### src/rtl/mc_ctrl.sv
// Multi-cycle RV32I control: FETCH/DECODE/EXEC/MEM/WB sequencer with trap and retire count.
// Latency: strobes are combinational from registered state; branch 3, lw 5, others 4 cycles at zero wait.
// Backpressure: mem_req and the address select are held until mem_ready, with an optional timeout to TRAP.
module mc_ctrl #(
    parameter int MEM_TIMEOUT = 16,
    parameter int CNT_W       = 32
) (
    input  logic             clk,
    input  logic             rst,
    input  logic [6:0]       Op,
    input  logic [6:0]       Funct7,
    input  logic [2:0]       Funct3,
    input  logic             Zero,
    input  logic             mem_ready,
    output logic             mem_req,
    output logic             MemRead,
    output logic             MemWrite,
    output logic             IorD,
    output logic             IRWrite,
    output logic             PCWrite,
    output logic             RegWrite,
    output logic [5:0]       EXTOp,
    output logic [4:0]       ALUOp,
    output logic [2:0]       NPCOp,
    output logic             ALUSrc,
    output logic [1:0]       WDSel,
    output logic [2:0]       state,
    output logic             trap,
    output logic [1:0]       trap_cause,
    output logic [CNT_W-1:0] retired
);

    typedef enum logic [2:0] {
        S_FETCH  = 3'd0,
        S_DECODE = 3'd1,
        S_EXEC   = 3'd2,
        S_MEM    = 3'd3,
        S_WB     = 3'd4,
        S_TRAP   = 3'd5
    } state_t;

    localparam logic [6:0] OP_R     = 7'b0110011;
    localparam logic [6:0] OP_I     = 7'b0010011;
    localparam logic [6:0] OP_LW    = 7'b0000011;
    localparam logic [6:0] OP_SW    = 7'b0100011;
    localparam logic [6:0] OP_BR    = 7'b1100011;
    localparam logic [6:0] OP_JAL   = 7'b1101111;
    localparam logic [6:0] OP_JALR  = 7'b1100111;
    localparam logic [6:0] OP_LUI   = 7'b0110111;
    localparam logic [6:0] OP_AUIPC = 7'b0010111;

    localparam logic [4:0] ALU_NOP = 5'd0,  ALU_LUI = 5'd1,  ALU_AUIPC = 5'd2, ALU_ADD = 5'd3;
    localparam logic [4:0] ALU_SUB = 5'd4,  ALU_BNE = 5'd5,  ALU_BLT = 5'd6,   ALU_BGE = 5'd7;
    localparam logic [4:0] ALU_BLTU = 5'd8, ALU_BGEU = 5'd9, ALU_SLT = 5'd10,  ALU_SLTU = 5'd11;
    localparam logic [4:0] ALU_XOR = 5'd12, ALU_OR = 5'd13,  ALU_AND = 5'd14,  ALU_SLL = 5'd15;
    localparam logic [4:0] ALU_SRL = 5'd16, ALU_SRA = 5'd17;

    localparam logic [5:0] EXT_NONE = 6'b000000, EXT_SHAMT = 6'b100000, EXT_I = 6'b010000;
    localparam logic [5:0] EXT_S = 6'b001000, EXT_B = 6'b000100, EXT_U = 6'b000010, EXT_J = 6'b000001;

    // Wide enough to hold MEM_TIMEOUT-1; with no timeout it simply saturates.
    localparam int WAIT_W = (MEM_TIMEOUT > 1) ? $clog2(MEM_TIMEOUT + 1) : 1;

    state_t             state_q, state_d;
    logic [WAIT_W-1:0]  wait_q, wait_d;
    logic [1:0]         cause_q, cause_d;
    logic [CNT_W-1:0]   retired_q;

    logic legal, is_lw, is_sw, is_br, is_jal, is_jalr;
    logic timeout_hit;

    // Instruction decode from the IR fields; independent of state.
    always_comb begin
        legal   = 1'b0;
        is_lw   = 1'b0;
        is_sw   = 1'b0;
        is_br   = 1'b0;
        is_jal  = 1'b0;
        is_jalr = 1'b0;
        EXTOp   = EXT_NONE;
        ALUOp   = ALU_NOP;
        ALUSrc  = 1'b0;
        unique case (Op)
            OP_R: begin
                legal = 1'b1;
                case ({Funct7, Funct3})
                    {7'h00, 3'h0}: ALUOp = ALU_ADD;
                    {7'h20, 3'h0}: ALUOp = ALU_SUB;
                    {7'h00, 3'h1}: ALUOp = ALU_SLL;
                    {7'h00, 3'h2}: ALUOp = ALU_SLT;
                    {7'h00, 3'h3}: ALUOp = ALU_SLTU;
                    {7'h00, 3'h4}: ALUOp = ALU_XOR;
                    {7'h00, 3'h5}: ALUOp = ALU_SRL;
                    {7'h20, 3'h5}: ALUOp = ALU_SRA;
                    {7'h00, 3'h6}: ALUOp = ALU_OR;
                    {7'h00, 3'h7}: ALUOp = ALU_AND;
                    default:       legal = 1'b0;
                endcase
            end
            OP_I: begin
                legal  = 1'b1;
                ALUSrc = 1'b1;
                EXTOp  = EXT_I;
                case (Funct3)
                    3'h0: ALUOp = ALU_ADD;
                    3'h2: ALUOp = ALU_SLT;
                    3'h3: ALUOp = ALU_SLTU;
                    3'h4: ALUOp = ALU_XOR;
                    3'h6: ALUOp = ALU_OR;
                    3'h7: ALUOp = ALU_AND;
                    3'h1: begin
                        EXTOp = EXT_SHAMT;
                        ALUOp = ALU_SLL;
                        legal = (Funct7 == 7'h00);
                    end
                    default: begin
                        EXTOp = EXT_SHAMT;
                        ALUOp = (Funct7 == 7'h20) ? ALU_SRA : ALU_SRL;
                        legal = (Funct7 == 7'h00) || (Funct7 == 7'h20);
                    end
                endcase
            end
            OP_LW: begin
                legal  = (Funct3 == 3'b010);
                is_lw  = legal;
                EXTOp  = EXT_I;
                ALUOp  = ALU_ADD;
                ALUSrc = 1'b1;
            end
            OP_SW: begin
                legal  = (Funct3 == 3'b010);
                is_sw  = legal;
                EXTOp  = EXT_S;
                ALUOp  = ALU_ADD;
                ALUSrc = 1'b1;
            end
            OP_BR: begin
                legal = 1'b1;
                is_br = 1'b1;
                EXTOp = EXT_B;
                case (Funct3)
                    3'h0:    ALUOp = ALU_SUB;
                    3'h1:    ALUOp = ALU_BNE;
                    3'h4:    ALUOp = ALU_BLT;
                    3'h5:    ALUOp = ALU_BGE;
                    3'h6:    ALUOp = ALU_BLTU;
                    3'h7:    ALUOp = ALU_BGEU;
                    default: begin
                        legal = 1'b0;
                        is_br = 1'b0;
                    end
                endcase
            end
            OP_JAL: begin
                legal  = 1'b1;
                is_jal = 1'b1;
                EXTOp  = EXT_J;
                ALUOp  = ALU_ADD;
            end
            OP_JALR: begin
                legal   = (Funct3 == 3'b000);
                is_jalr = legal;
                EXTOp   = EXT_I;
                ALUOp   = ALU_ADD;
                ALUSrc  = 1'b1;
            end
            OP_LUI: begin
                legal  = 1'b1;
                EXTOp  = EXT_U;
                ALUOp  = ALU_LUI;
                ALUSrc = 1'b1;
            end
            OP_AUIPC: begin
                legal  = 1'b1;
                EXTOp  = EXT_U;
                ALUOp  = ALU_AUIPC;
                ALUSrc = 1'b1;
            end
            default: legal = 1'b0;
        endcase
    end

    // Write-data select only matters in WB, but is harmless to decode always.
    always_comb begin
        WDSel = 2'b00;
        if (is_lw)
            WDSel = 2'b01;
        else if (is_jal || is_jalr)
            WDSel = 2'b10;
    end

    // The limit cycle only trips if ready is absent; ready on that cycle completes the access.
    assign timeout_hit = (MEM_TIMEOUT != 0) && !mem_ready &&
                         (wait_q == WAIT_W'(MEM_TIMEOUT - 1));

    // Next-state and state-gated strobes; everything forced quiet while rst is high.
    always_comb begin
        state_d  = state_q;
        cause_d  = cause_q;
        mem_req  = 1'b0;
        MemRead  = 1'b0;
        MemWrite = 1'b0;
        IorD     = 1'b0;
        IRWrite  = 1'b0;
        PCWrite  = 1'b0;
        RegWrite = 1'b0;
        NPCOp    = 3'b000;
        unique case (state_q)
            S_FETCH: begin
                mem_req = 1'b1;
                MemRead = 1'b1;
                if (mem_ready) begin
                    IRWrite = 1'b1;
                    state_d = S_DECODE;
                end else if (timeout_hit) begin
                    cause_d = 2'b10;
                    state_d = S_TRAP;
                end
            end
            S_DECODE: begin
                if (!legal) begin
                    cause_d = 2'b01;
                    state_d = S_TRAP;
                end else begin
                    state_d = S_EXEC;
                end
            end
            S_EXEC: begin
                if (is_br) begin
                    PCWrite = 1'b1;
                    NPCOp   = Zero ? 3'b001 : 3'b000;
                    state_d = S_FETCH;
                end else if (is_lw || is_sw) begin
                    state_d = S_MEM;
                end else begin
                    state_d = S_WB;
                end
            end
            S_MEM: begin
                mem_req  = 1'b1;
                IorD     = 1'b1;
                MemRead  = is_lw;
                MemWrite = is_sw;
                if (mem_ready) begin
                    if (is_sw) begin
                        PCWrite = 1'b1;
                        state_d = S_FETCH;
                    end else begin
                        state_d = S_WB;
                    end
                end else if (timeout_hit) begin
                    cause_d = 2'b10;
                    state_d = S_TRAP;
                end
            end
            S_WB: begin
                RegWrite = 1'b1;
                PCWrite  = 1'b1;
                if (is_jal)
                    NPCOp = 3'b010;
                else if (is_jalr)
                    NPCOp = 3'b100;
                state_d = S_FETCH;
            end
            default: state_d = S_TRAP;
        endcase
        if (rst) begin
            mem_req  = 1'b0;
            MemRead  = 1'b0;
            MemWrite = 1'b0;
            IorD     = 1'b0;
            IRWrite  = 1'b0;
            PCWrite  = 1'b0;
            RegWrite = 1'b0;
            NPCOp    = 3'b000;
        end
    end

    // Wait counter restarts on each fresh entry to a memory state and saturates.
    always_comb begin
        wait_d = wait_q;
        if ((state_d != state_q) && ((state_d == S_FETCH) || (state_d == S_MEM)))
            wait_d = '0;
        else if (mem_req && !mem_ready && (wait_q != {WAIT_W{1'b1}}))
            wait_d = wait_q + 1'b1;
    end

    // State, cause, wait counter and retire counter registers.
    always_ff @(posedge clk) begin
        if (rst) begin
            state_q   <= S_FETCH;
            wait_q    <= '0;
            cause_q   <= 2'b00;
            retired_q <= '0;
        end else begin
            state_q <= state_d;
            wait_q  <= wait_d;
            cause_q <= cause_d;
            if (PCWrite)
                retired_q <= retired_q + 1'b1;
        end
    end

    assign state      = rst ? 3'd0 : state_q;
    assign trap       = !rst && (state_q == S_TRAP);
    assign trap_cause = rst ? 2'b00 : cause_q;
    assign retired    = rst ? '0 : retired_q;

endmodule

### config.mk
export PLATFORM = sky130hd
export DESIGN_NAME = mc_ctrl
export DESIGN_NICKNAME = d
export VERILOG_FILES = /design/src/rtl/mc_ctrl.sv
export SDC_FILE = /design/constraint.sdc
export NUM_CORES = 1
export LEC_CHECK = 0
export CORE_ASPECT_RATIO = 0.7
export CORE_MARGIN = 3
export CORE_UTILIZATION = 53
export DETAILED_ROUTE_END_ITERATION = 7
export PLACE_DENSITY = 0.87
export REMOVE_ABC_BUFFERS = 1
export SLEW_MARGIN = 40
export SYNTH_ARGS = -nofsm -noshare
export SYNTH_HDL_FRONTEND = slang
export SYNTH_SLANG_ARGS = --single-unit
### constraint.sdc
create_clock -name clk -period 6 [get_ports clk]
set_input_delay 0.9 -clock clk [delete_from_list [all_inputs] [get_ports clk]]
set_output_delay 0.9 -clock clk [all_outputs]
set_load 0.01 [all_outputs]
==> results.ini <==
[outcome]
outcome = finished, final reports clean

[worst_setup_path]
worstSetupPathType = in2out
crit_arrival_ns = 3.65
cp_max_fo = 23
cp_top_family = buffers and inverters
cpMostUsedCell = clkdlybuf4s50_1
max_stage_delay_ns = 0.77
cp.required_ns = 5.10
cp_num_buf_inv = 3
cpMaxStageDelayCell = clkdlybuf4s50_1
cp-end-kind = output pin
cp_cell_sequence = clkdlybuf4s50_1 > or4b_4 > nor4_4 > nor3_2 > buf_4 > nor2_1 > clkdlybuf4s50_1
critPathLaunchType = primary input

[sta]
setup_viol = 0
fin_crit_sh_pct = 75.9
relSlewSlack_pct = 50.5
worst_pin_slew_ns = 0.742
fin_setup_tns_ns = 0
final-hold-violation-count = 0
rsz0062_at_grt = false
max_freq_mhz = 220
finalMaxSlewViolations = 0
finClkSkew_ns = 0.0115
period_minus_slack_ns = 4.55

[power_and_ir_drop]
ir_worst_vdd_v = 0.000109
pwr-share-comb_pct = 17.6
seqPwrFrac_pct = 50.0
switchingPower_w = 0.000164
switching_share_pct = 27.9
intPower_w = 0.000424
power.leakage_nw = 1.38
clockPowerShare_pct = 32.4
p_per_area_nw_per_um2 = 150

[clock_tree]
clock_sinks = 42
postCtsResizedCells = 0
htreeDepth = 2
cts_buffers = 5
clkTransAtPathRegs_ns = 0.09
cts_tree = done
worstSkewPairLatency_ns = 0.29
root_buffer = clkbuf_8
post_cts_buffers = 0
cts_hold_buf = 0
cts_buffer_depth = 2

[logic_synthesis]
synthArstFlopShare_pct = 0
ys_types = 60
synth.cell_area_sq_um = 3030
synth_xor_area_share_pct = 1.73
synth_compound_area_share_pct = 18.6
synth_top_area_share_pct = 27.7
synth_cells = 399
dominantRegCellSynth = dfxtp_1
yosysTopAreaCell = dfxtp_1
yosysSeqAreaShare_pct = 27.7
ys_ff_latch = 42
synth_edf_count = 0
synthTopCellsByCount = 42 x dfxtp_1, 42 x nor2_1, 33 x nor2b_1, 30 x a21oi_1, 20 x nor3_1
synth_area_leaders = dfxtp_1 28%, nor2b_1 6.8%, nor2_1 5.2%
avgSynthCellArea_sq_um = 7.60
synth-simple-area-share_pct = 40.4
synth_warnings = 0
synth_top_family_by_area = simple AND/OR/NAND/NOR gates
synthMuxAreaShare_pct = 3.96
yosys.area_share.adder_pct = 1.65

[global_route]
grt_pass1_wl_um = 14100
grt_pass1_vias = 2815
grt_antenna_before_repair = 0
grt_overflow = 0
grt_max_degree = 44
track_usage_pct = 25.7

[route]
drc_errors = 0
vias_per_cell = 6.11
post_drt_wl_per_cell_um = 16.0
drt_iter0_markers = 274
vias = 3289
ant_nets = 0
first_pass_iters = 5
routed_wl_um = 8600

[job]
drv_cap = 0

[floorplanning]
fp.dieH_um = 69.3
initial_core_util_pct = 56.2
dieArea_sq_um = 6680
core-area_sq_um = 5400
rows = 22
ioPinCount = 83
die_w_um = 96.4

[placed_design]
dp_cells = 530
gp_congestion = 0.889
portBuffers = 82
hpwl_um = 6500

[cells_and_area]
fin_nets = 490
layout-drive-gt1-share_pct = 6.65
fin_util_pct = 72.8
syn_to_final_growth_pct = 29.6
n_antenna_cell = 0
layout.cells.non_filler = 538

[min_path]
hold_path.class = reg2reg

-- logic make-up after synthesis --
group,Yosys count
AOI/OAI and AO/OA,83
muxes,11
and+or+nand+nor,211
DFF,42
adders and majority gates,4
xor gates and xnor gates,6
buffers and inverters,42
-- state kept, by name, summed over array words and instances (netlist names) --
register / count
cause_q: 2
retired_q: 32
state_q: 3
wait_q: 5
-- per-layer routing --
layer  global-route usage (%)  up-vias  part of all wire [%]
met3                     4.45       12                   8.1
met1                     40.8     1538                    48
met4                     3.58        0                  0.86
met2                     36.5      151                    43
li1                         -     1588                     -
met5                        0        -                     0
-- worst register-to-register path, cell delays in order (launching register included) --
cell	delay, ns
dfxtp_1	0.60
or3b_2	0.54
nor4_4	0.31
nor3_2	0.09
buf_4	0.23
or4_1	0.53
a21oi_1	0.14
-- power groups by stage --
stage / Clock [W] / Combinational, W / Sequential, W
after global routing: 0.000205 / 0.000112 / 0.000295
after CTS: 0.000191 / 0.000101 / 0.000293
after floorplan: 0 / 0.0000500 / 0.000297
after detailed placement: 0 / 0.000101 / 0.000300
after global placement: 0 / 0.0000995 / 0.000300
final: 0.000191 / 0.000103 / 0.000294
-- area by class of cell --
cell class	instances	area, sq um
Inverter	17	63.8
Fill cell	443	1470
Clock inverter	1	5.00
Multi-Input combinational cell	315	2010
Timing Repair Buffer	84	831
Sequential cell	42	841
Clock buffer	7	86.3
Tap cell	72	90.1
-- metrics by stage --
| stage | area, sq um | total power, W | setup WS, ns | hold slack [ns] |
|---|---|---|---|---|
| global placement | 3840 | 0.000399 | 1.58 | 0.466 |
| global route | 3930 | 0.000612 | 1.30 | 0.516 |
| CTS | 3930 | 0.000586 | 1.51 | 0.477 |
| detailed placement | 3840 | 0.000401 | 1.51 | 0.468 |
| finish | 3930 | 0.000588 | 1.45 | 0.482 |
| floorplan | 2920 | 0.000347 | 2.85 | 0.441 |
-- cells in the final DEF, fill, tap and decap left out, types with 8 or more instances in the layout --
cell type / instances
or3_1: 10
nand4_1: 14
inv_1: 17
dfxtp_1: 42
nand3_1: 9
a21oi_1: 30
o21ai_0: 13
nand2b_1: 10
clkdlybuf4s50_1: 81
nor2b_1: 33
nor3_1: 20
nand2_1: 19
nor2_1: 42
o31ai_1: 8
and3_1: 11
-- path summary, 6_finish.rpt --
path	startpoint	to	slack, ns	depth (start not counted)
max	Op[5]	PCWrite	1.45	7
min	retired_q[17]$_SDFFE_PP0P_	retired_q[17]$_SDFFE_PP0P_	0.48	2
max reg2reg	state_q[1]$_SDFF_PP0_	retired_q[13]$_SDFFE_PP0P_	3.50	6
min reg2reg	retired_q[17]$_SDFFE_PP0P_	retired_q[17]$_SDFFE_PP0P_	0.48	2
Note: power is estimated with default switching activity, not from simulation.
